==> config.mk <==
export PLATFORM = sky130hd
export DESIGN_NAME = operand_fwd_pipe_flat
export DESIGN_NICKNAME = d
export VERILOG_FILES = /design/src/rtl/operand_fwd_pipe_if.sv /design/src/rtl/operand_fwd_pipe.sv /design/src/flat_wrapper.sv
export SDC_FILE = /design/constraint.sdc
export NUM_CORES = 1
export LEC_CHECK = 0
export BUFFER_PORTS_ARGS = -buffer_cell sky130_fd_sc_hd__buf_2
export CAP_MARGIN = 20
export CORE_MARGIN = 3
export CORE_UTILIZATION = 45
export CTS_CLUSTER_SIZE = 24
export DETAILED_ROUTE_END_ITERATION = 12
export PLACE_DENSITY = 0.75
export SYNTH_ARGS = -nofsm -noshare
export SYNTH_HDL_FRONTEND = slang
export SYNTH_SLANG_ARGS = --single-unit
==> constraint.sdc <==
create_clock -name clk -period 2.3 [get_ports clk]
set_clock_uncertainty 0.2 [all_clocks]
set_input_delay 0.23 -clock clk [delete_from_list [all_inputs] [get_ports clk]]
set_output_delay 0.23 -clock clk [all_outputs]
set_load 0.05 [all_outputs]
==> src/rtl/operand_fwd_pipe_if.sv <==
// Bundle between issue/decode, the register file and the
// operand forwarding / load-use hazard unit.
interface operand_fwd_pipe_if #(
    parameter int DATA_W = 32,
    parameter int REG_AW = 5,
    parameter int NRD    = 2
);
    logic                    issue_valid;
    logic                    issue_we;
    logic [REG_AW-1:0]       issue_dst;
    logic                    issue_is_load;
    logic [DATA_W-1:0]       issue_data;
    logic                    mem_wr;
    logic [DATA_W-1:0]       mem_data;
    logic [NRD*REG_AW-1:0]   rd_addr;
    logic [NRD-1:0]          rd_en;
    logic [NRD*DATA_W-1:0]   rf_rdata;
    logic [NRD*DATA_W-1:0]   rd_data;
    logic                    stall;
    logic                    wb_en;
    logic [REG_AW-1:0]       wb_dst;
    logic [DATA_W-1:0]       wb_data;
    logic                    load_err;
    logic [15:0]             stall_cnt;

    modport master (
        output issue_valid, issue_we, issue_dst,
        output issue_is_load, issue_data,
        output mem_wr, mem_data,
        output rd_addr, rd_en, rf_rdata,
        input  rd_data, stall,
        input  wb_en, wb_dst, wb_data,
        input  load_err, stall_cnt
    );

    modport slave (
        input  issue_valid, issue_we, issue_dst,
        input  issue_is_load, issue_data,
        input  mem_wr, mem_data,
        input  rd_addr, rd_en, rf_rdata,
        output rd_data, stall,
        output wb_en, wb_dst, wb_data,
        output load_err, stall_cnt
    );
endinterface

==> src/rtl/operand_fwd_pipe.sv <==
// Operand forwarding and load-use hazard unit: tracks DEPTH
// in-flight writes, forwards newest values, drives RF writeback.
module operand_fwd_pipe #(
    parameter int DATA_W = 32,
    parameter int REG_AW = 5,
    parameter int DEPTH  = 3,
    parameter int NRD    = 2
) (
    input logic               clk,
    input logic               rst_n,
    operand_fwd_pipe_if.slave bus
);
    localparam int IDX_W = (DEPTH > 1) ? $clog2(DEPTH) : 1;

    typedef struct packed {
        logic              valid;
        logic              we;
        logic [REG_AW-1:0] dst;
        logic [DATA_W-1:0] data;
        logic              rdy;
    } slot_t;

    slot_t                 r_slot   [DEPTH];
    slot_t                 w_filled [DEPTH-1];
    slot_t                 w_new;
    slot_t                 w_ret;
    logic                  w_fill_hit;
    logic [IDX_W-1:0]      w_fill_idx;
    logic [REG_AW-1:0]     w_addr   [NRD];
    logic [NRD-1:0]        w_hazard;
    logic [NRD*DATA_W-1:0] w_rd_data;
    logic                  w_stall;
    logic                  r_load_err;
    logic [15:0]           r_stall_cnt;

    // Returning load data belongs to the oldest unready slot.
    always_comb begin
        w_fill_hit = 1'b0;
        w_fill_idx = '0;
        for (int i = 0; i < DEPTH; i++) begin
            if (r_slot[i].valid && !r_slot[i].rdy) begin
                w_fill_hit = 1'b1;
                w_fill_idx = IDX_W'(i);
            end
        end
    end

    always_comb begin
        for (int i = 0; i < DEPTH-1; i++) begin
            w_filled[i] = r_slot[i];
            if (bus.mem_wr && w_fill_hit &&
                w_fill_idx == IDX_W'(i)) begin
                w_filled[i].data = bus.mem_data;
                w_filled[i].rdy  = 1'b1;
            end
        end
    end

    always_comb begin
        w_new = '0;
        if (bus.issue_valid && !w_stall) begin
            w_new.valid = 1'b1;
            w_new.we    = bus.issue_we;
            w_new.dst   = bus.issue_dst;
            w_new.rdy   = !bus.issue_is_load;
            w_new.data  = bus.issue_is_load ? '0 : bus.issue_data;
        end
    end

    // Scan oldest to newest so the youngest match overrides.
    always_comb begin
        w_rd_data = bus.rf_rdata;
        w_hazard  = '0;
        for (int p = 0; p < NRD; p++) begin
            w_addr[p] = bus.rd_addr[p*REG_AW +: REG_AW];
            for (int i = DEPTH-1; i >= 0; i--) begin
                if (r_slot[i].valid && r_slot[i].we &&
                    r_slot[i].dst == w_addr[p]) begin
                    w_rd_data[p*DATA_W +: DATA_W] =
                        r_slot[i].rdy ? r_slot[i].data : '0;
                    w_hazard[p] = !r_slot[i].rdy;
                end
            end
            if (w_addr[p] == '0) begin
                w_rd_data[p*DATA_W +: DATA_W] = '0;
                w_hazard[p] = 1'b0;
            end
        end
    end

    assign w_stall = |(bus.rd_en & w_hazard);
    assign w_ret   = r_slot[DEPTH-1];

    always_ff @(posedge clk or negedge rst_n) begin
        if (!rst_n) begin
            for (int i = 0; i < DEPTH; i++) begin
                r_slot[i] <= '0;
            end
            r_load_err  <= 1'b0;
            r_stall_cnt <= '0;
        end else begin
            r_slot[0] <= w_new;
            for (int i = 1; i < DEPTH; i++) begin
                r_slot[i] <= w_filled[i-1];
            end
            if (w_ret.valid && w_ret.we && !w_ret.rdy) begin
                r_load_err <= 1'b1;
            end
            if (w_stall && r_stall_cnt != 16'hFFFF) begin
                r_stall_cnt <= r_stall_cnt + 16'd1;
            end
        end
    end

    assign bus.rd_data   = w_rd_data;
    assign bus.stall     = w_stall;
    assign bus.wb_en     = w_ret.valid && w_ret.we &&
                           (w_ret.dst != '0);
    assign bus.wb_dst    = w_ret.dst;
    assign bus.wb_data   = w_ret.data;
    assign bus.load_err  = r_load_err;
    assign bus.stall_cnt = r_stall_cnt;
endmodule

==> src/flat_wrapper.sv <==
// flat-port wrapper written by rule: the top's interface ports become plain ports
module operand_fwd_pipe_flat 
#(
    parameter int DATA_W = 32,
    parameter int REG_AW = 5,
    parameter int DEPTH  = 3,
    parameter int NRD    = 2
)
  (clk, rst_n, bus_issue_valid, bus_issue_we, bus_issue_dst, bus_issue_is_load, bus_issue_data, bus_mem_wr, bus_mem_data, bus_rd_addr, bus_rd_en, bus_rf_rdata, bus_rd_data, bus_stall, bus_wb_en, bus_wb_dst, bus_wb_data, bus_load_err, bus_stall_cnt);
  operand_fwd_pipe_if #(.DATA_W(DATA_W), .REG_AW(REG_AW), .NRD(NRD)) bus_i ();
  input logic clk;
  input logic rst_n;
  input wire logic [$bits(bus_i.issue_valid)-1:0] bus_issue_valid;
  input wire logic [$bits(bus_i.issue_we)-1:0] bus_issue_we;
  input wire logic [$bits(bus_i.issue_dst)-1:0] bus_issue_dst;
  input wire logic [$bits(bus_i.issue_is_load)-1:0] bus_issue_is_load;
  input wire logic [$bits(bus_i.issue_data)-1:0] bus_issue_data;
  input wire logic [$bits(bus_i.mem_wr)-1:0] bus_mem_wr;
  input wire logic [$bits(bus_i.mem_data)-1:0] bus_mem_data;
  input wire logic [$bits(bus_i.rd_addr)-1:0] bus_rd_addr;
  input wire logic [$bits(bus_i.rd_en)-1:0] bus_rd_en;
  input wire logic [$bits(bus_i.rf_rdata)-1:0] bus_rf_rdata;
  output wire logic [$bits(bus_i.rd_data)-1:0] bus_rd_data;
  output wire logic [$bits(bus_i.stall)-1:0] bus_stall;
  output wire logic [$bits(bus_i.wb_en)-1:0] bus_wb_en;
  output wire logic [$bits(bus_i.wb_dst)-1:0] bus_wb_dst;
  output wire logic [$bits(bus_i.wb_data)-1:0] bus_wb_data;
  output wire logic [$bits(bus_i.load_err)-1:0] bus_load_err;
  output wire logic [$bits(bus_i.stall_cnt)-1:0] bus_stall_cnt;
  assign bus_i.issue_valid = bus_issue_valid;
  assign bus_i.issue_we = bus_issue_we;
  assign bus_i.issue_dst = bus_issue_dst;
  assign bus_i.issue_is_load = bus_issue_is_load;
  assign bus_i.issue_data = bus_issue_data;
  assign bus_i.mem_wr = bus_mem_wr;
  assign bus_i.mem_data = bus_mem_data;
  assign bus_i.rd_addr = bus_rd_addr;
  assign bus_i.rd_en = bus_rd_en;
  assign bus_i.rf_rdata = bus_rf_rdata;
  assign bus_rd_data = bus_i.rd_data;
  assign bus_stall = bus_i.stall;
  assign bus_wb_en = bus_i.wb_en;
  assign bus_wb_dst = bus_i.wb_dst;
  assign bus_wb_data = bus_i.wb_data;
  assign bus_load_err = bus_i.load_err;
  assign bus_stall_cnt = bus_i.stall_cnt;
  operand_fwd_pipe #(.DATA_W(DATA_W), .REG_AW(REG_AW), .DEPTH(DEPTH), .NRD(NRD)) u_core (.clk(clk), .rst_n(rst_n), .bus(bus_i));
endmodule
**Word level (Yosys, flattened, before mapping)**

Cells that the tools add are included.

- Mux-type cells: 28
- Eq/ne operators: 8
- Add/sub/neg operators: 1
- Reductions and logical operators: 29
- Bitwise gates (word level): 1

Operators with widths:

| kind | number |
|---|---|
| $mux W32 | 12 |
| $mux W33 | 2 |
| $mux W40 | 1 |
| $eq A5 B5 Y1 | 6 |
| $logic_and A1 B1 Y1 | 19 |
| $add A16 B1 Y16 const B | 1 |
| $ne A16 B16 Y1 const B | 1 |
| $mux W1 | 12 |
| $logic_not A5 Y1 | 2 |
| $logic_not A1 Y1 | 5 |
| $reduce_bool A5 Y1 | 1 |
| $and A2 B2 Y2 | 1 |
| $eq A2 B1 Y1 const B | 1 |
| $logic_not A2 Y1 | 1 |
| $mux W2 | 1 |
| $reduce_or A2 Y1 | 1 |

- Bits of input ports: 151
- Output and inout port bits: 120
- Flip-flop bits (word level): 137
- Word-level logic and storage cells: 84

**Longest topological paths before layout**

- Depth after elaboration: 11
- Depth in mapped cells: 10
- Gate-level depth less buffers: 8

**Least setup slack after synthesis**

No wires, ideal clock.

- Kind: flip-flop to output port
- Start: register u_core.r_slot (netlist bit u_core.bus.wb_dst[3])
- End: output port bus_rd_data[33]
- Stages on the path, launching flop included: 10
- Required time: 1.870 ns
- Path buffers: 2
- Path slack: -0.648 ns
- Arrival time: 2.518 ns
- Cell sequence: dfrtp_1 -> xnor2_1 -> nand3_1 -> or4_1 -> buf_2 -> buf_6 -> mux2i_1 -> a211oi_1 -> a31oi_1 -> nor2_1

- Word-level cells in the longest chain between the ends: 6

RTL lines:

| item | RTL line | text |
|---|---|---|
| start, declared | operand_fwd_pipe.sv:23 | `slot_t r_slot [DEPTH];` |
| start signal, assigned by index | operand_fwd_pipe.sv:104 | `r_slot[i] <= w_filled[i-1];` |
| $eq A5 B5 Y1 | operand_fwd_pipe.sv:78 | `r_slot[i].dst == w_addr[p]) begin` |
| $logic_and A1 B1 Y1 | operand_fwd_pipe.sv:77 | `if (r_slot[i].valid && r_slot[i].we &&` |
| $mux W32 (3 in a row) | operand_fwd_pipe.sv:77 |  |
| $mux W32 | operand_fwd_pipe.sv:84 | `if (w_addr[p] == '0) begin` |
| end, declared | flat_wrapper.sv:23 | `output wire logic [$bits(bus_i.rd_data)-1:0] bus_rd_data;` |

No other way between the ends.

**Final worst setup path**

- Start: register u_core.r_slot (netlist bit u_core.bus.wb_dst[4])
- End: output port bus_rd_data[2]

The elaborated chain is that of the path after synthesis.

==> summary.txt <==
Global routing
  – Busiest grt layer: met2
  – Vias in the first global route: 8784
  – Met3 Usage GRT: 0.0593
  – First-pass GRT wire length: 46900 um
  – Met1 Track Usage GR: 0.373
  – GRT Overall Usage: 0.298
  – Largest net degree at the start of global routing: 59
  – Met2 Use GR: 0.503
  – Grt ovf: 0
  – Initial antenna violation count: 5

Setup path
  – Worst Path Arrival: 2.72 ns
  – Setup slack, reg-to-reg: -0.48 ns
  – Worst Path Class, Setup: reg2out
  – Path depth of the worst reg2reg path: 10
  – Worst path top cell family by delay: simple AND/OR/NAND/NOR gates
  – Worst r2r src: u_core.bus.wb_dst[1]
  – Worst setup SP type: flip-flop
  – CP endpoint kind: primary output
  – Crit Path Max Fanout: 16
  – R2r endpoint: u_core.bus.stall_cnt[11]
  – CP bufs+invs: 3
  – Worst EP required: 1.87 ns
  – CP peak stage delay: 0.40 ns
  – Max stage delay cell, worst path: dfrtp_1
  – Worst-path cell chain: buf_4, xnor2_2, nand3_2, or3_4, buf_12, mux2i_1, a211oi_1, a31oi_1, nor2_4, buf_6

Power
  – Sequential power share: 0.347
  – Clk network pwr share: 0.381
  – Sw Share: 0.320
  – Leakage: 6.60 nW
  – Internal power component: 0.00526 W
  – IR drop worst, VDD: 519 uV
  – Pwr Density: 576 mW/mm^2
  – Logic pwr share: 0.271
  – Net Sw Power: 0.00248 W

Yosys
  – Yosys reg bits: 137
  – Mux contribution to synthesized area: 0.169
  – Synth Area in Adders: 0.00152
  – Top FF cell, synth: dfrtp_1
  – Post-synthesis async set-or-reset flop share: 1.00
  – Simple-Gate Fraction of Synth Area: 0.134
  – Post-synth cell types: 43
  – XOR/XNOR Fraction of Synth Area: 0.0456
  – Largest family of logic cells by synthesized area: multiplexers
  – Synthesis Warnings: 0
  – Register area share after synthesis: 0.416
  – Mapped Area: 0.00825 sq mm
  – Avg Cell Area, Syn: 9.86 sq um
  – Post-synth EDFFs: 0
  – Mapped Cells: 837
  – Compound-Gate Fraction of Synth Area: 0.160
  – Net Count, Synth: 989

Route
  – Via count of the routed design: 8461
  – Routed Antenna Nets: 0
  – Vias per Instance: 5.93
  – DRT Wirelength: 32500 um
  – DRC viols: 0
  – First-pass iteration count of the detailed router: 5
  – WL/cell: 22.7 um
  – First-iteration detailed-routing DRC count: 748

Floorplan
  – Initial Util: 0.469
  – Die area: 0.0200 sq mm
  – Boundary pin count: 271
  – # rows: 48
  – Total core area: 0.0176 sq mm
  – Chip Width: 141 um
  – Vert. Die Dim: 141 um

Run status
  – Status: finished with violations
  – Failing checks: setup timing

Cells and area
  – Layout area overhead: 62.9%
  – FILL cells: 1039
  – Fraction of layout cells with a size suffix above 1: 0.561
  – Layout net count: 1337

Hold path
  – Worst Hold Class: in2async

Timing
  – Slew @ Worst Pin: 0.509 ns
  – Hold Worst Slack: 0.112 ns
  – Max Fclk: 317 MHz
  – RSZ-0062 raised after global routing: yes
  – Setup violations, final: 121
  – Final Cycle Share: 1.37
  – Crit path time final: 3.15 ns
  – Min setup slack post-route: -0.854 ns
  – Max-slew violation count: 0
  – Max_slew headroom: 0.661
  – Fin. Hold Viols: 0

Clock tree
  – Htree depth: 4
  – CTS tree: yes
  – Cts bufs inserted: 17
  – Clock transition at path regs: 0.07 ns
  – Longest Clk Path Bufs: 2
  – Clk_lat worst skew: 0.42 ns
  – Clock sink total: 137
  – Root Driver: clkbuf_16

Placement
  – GPL Wtd Cong: 0.850
  – I/O Buffers: 270
  – Detailed placement HPWL: 19400 um
  – Pre-CTS setup slack: -0.589 ns

Run
  – Max-cap violations: 0
==> Yosys cell counts (all sizes together) (2+ instances only) <==
cell type / number / area [sq um]
dfrtp: 137 / 3430
and2: 73 / 457
nor2: 72 / 278
a211oi: 67 / 513
a21oi: 66 / 330
mux2: 66 / 743
mux2i: 65 / 651
a31oi: 64 / 400
buf: 56 / 404
clkbuf: 51 / 191
xnor2: 30 / 263
nand2: 18 / 67.6
nand3: 16 / 80.1
xor2: 13 / 114
and3: 9 / 56.3
nor3: 5 / 25.0
inv: 4 / 15.0
nand4: 3 / 25.0
nand2b: 2 / 12.5
nor4: 2 / 33.8
o21ai: 2 / 17.5
o311a: 2 / 20.0
or4: 2 / 18.8
==> kinds of logic (layout without fill, tap and decap cells) <==
group           after synthesis  count (layout)
simple gates                209             209
flops                       137             137
compound gates              205             205
buf+inv                     111             472
mux                         131             131
xor+xnor                     43              43
other cells                   0               4
fa+ha+maj                     1               1
==> stage by stage <==
stage / utilization / area (sq um) / setup TNS [ns] / instances / total power, W
6_report: 0.764 / 13400 / -67.08 / 1427 / 0.00774
5_1_grt: 0.764 / 13400 / -76.62 / 1427 / 0.00798
2_1_floorplan: - / 8830 / -10.99 / 837 / 0.00388
4_1_cts: 0.728 / 12800 / -56.11 / 1418 / 0.00760
3_5_place_dp: 0.609 / 10700 / -42.87 / 1306 / 0.00441
3_3_place_gp: 0.609 / 10700 / -39.51 / 1306 / 0.00439
==> state kept, by name, summed over array words and instances (netlist names) <==
signal                cells
u_core.bus.stall_cnt     16
u_core.bus.wb_data       32
u_core.bus.load_err       1
u_core.bus.wb_dst         5
u_core.r_slot            83
==> how the worst max path moves through the flow <==
stage	to	start	slack (ns)	cells after the start
6_report	bus_rd_data[2]	u_core.bus.wb_dst[4]	-0.85	10
3_3_place_gp	bus_rd_data[22]	u_core.bus.wb_dst[0]	-0.54	10
3_5_place_dp	bus_rd_data[21]	u_core.bus.wb_dst[1]	-0.59	10
4_1_cts	bus_rd_data[21]	u_core.bus.wb_dst[0]	-0.76	10
5_1_grt	bus_rd_data[27]	u_core.bus.wb_dst[4]	-0.96	10
2_1_floorplan	bus_rd_data[33]	u_core.bus.wb_dst[3]	-0.25	9
==> power by group through the flow <==
| stage | registers [W] | clock network, W | logic, W |
|---|---|---|---|
| 6_report | 0.00269 | 0.00295 | 0.00210 |
| 5_1_grt | 0.00270 | 0.00309 | 0.00220 |
| 4_1_cts | 0.00267 | 0.00297 | 0.00196 |
| 3_5_place_dp | 0.00272 | 0 | 0.00170 |
| 3_3_place_gp | 0.00271 | 0 | 0.00168 |
| 2_1_floorplan | 0.00273 | 0 | 0.00115 |
==> cell type report <==
cell class | instances | area [sq um] | share of cell area
sequential | 137 | 3430 | 0.255
clock inverter | 13 | 195 | 0.0145
tap | 225 | 282 | 0.0209
multi-input combinational | 589 | 5440 | 0.404
clock buffer | 19 | 433 | 0.0322
inverter | 4 | 17.5 | 0.00130
timing repair buffer | 436 | 3630 | 0.270
antenna | 4 | 10.0 | 0.000745
==> what timing repair did <==
item                                    CTS  global route
pin swaps                                31            28
endpoints found under the setup margin  119           121
buffers inserted                          6             6
hold buffers                             73             0
gates resized for setup                 179           129
hold endpoints to repair                157             0
gates cloned                              1             0
==> worst register-to-register path: stages (launching register included) <==
cell	delay, ns
dfrtp_1	0.39
buf_6	0.13
xor2_4	0.15
or4_4	0.50
a211oi_4	0.31
buf_4	0.19
o311ai_4	0.11
o21ai_4	0.13
buf_12	0.17
nand4_1	0.17
xnor2_2	0.20
==> metal layers <==
metal | vias to the layer above | wire, um
li1 | 3690 | -
met1 | 4163 | 12300
met2 | 524 | 16500
met3 | 82 | 2600
met4 | 2 | 967
met5 | - | 13
==> placed cells by master (no fill, tap or decap), types with 7 or more instances in the layout <==
cell type	instances
nand3_1	9
a211oi_2	32
xnor2_2	7
xor2_1	9
buf_8	31
mux2_2	64
mux2i_1	57
dfrtp_1	133
nand2_1	11
nor2_1	7
a211oi_1	34
buf_12	23
a31oi_2	28
mux2i_2	8
and2_1	44
nor2_4	65
buf_2	204
buf_4	60
buf_6	45
xnor2_1	21
and2_4	29
dlygate4sd3_1	73
clkbuf_16	17
and3_1	7
a21oi_1	66
a31oi_1	36
No activity file was read; power rests on OpenSTA's default activity.
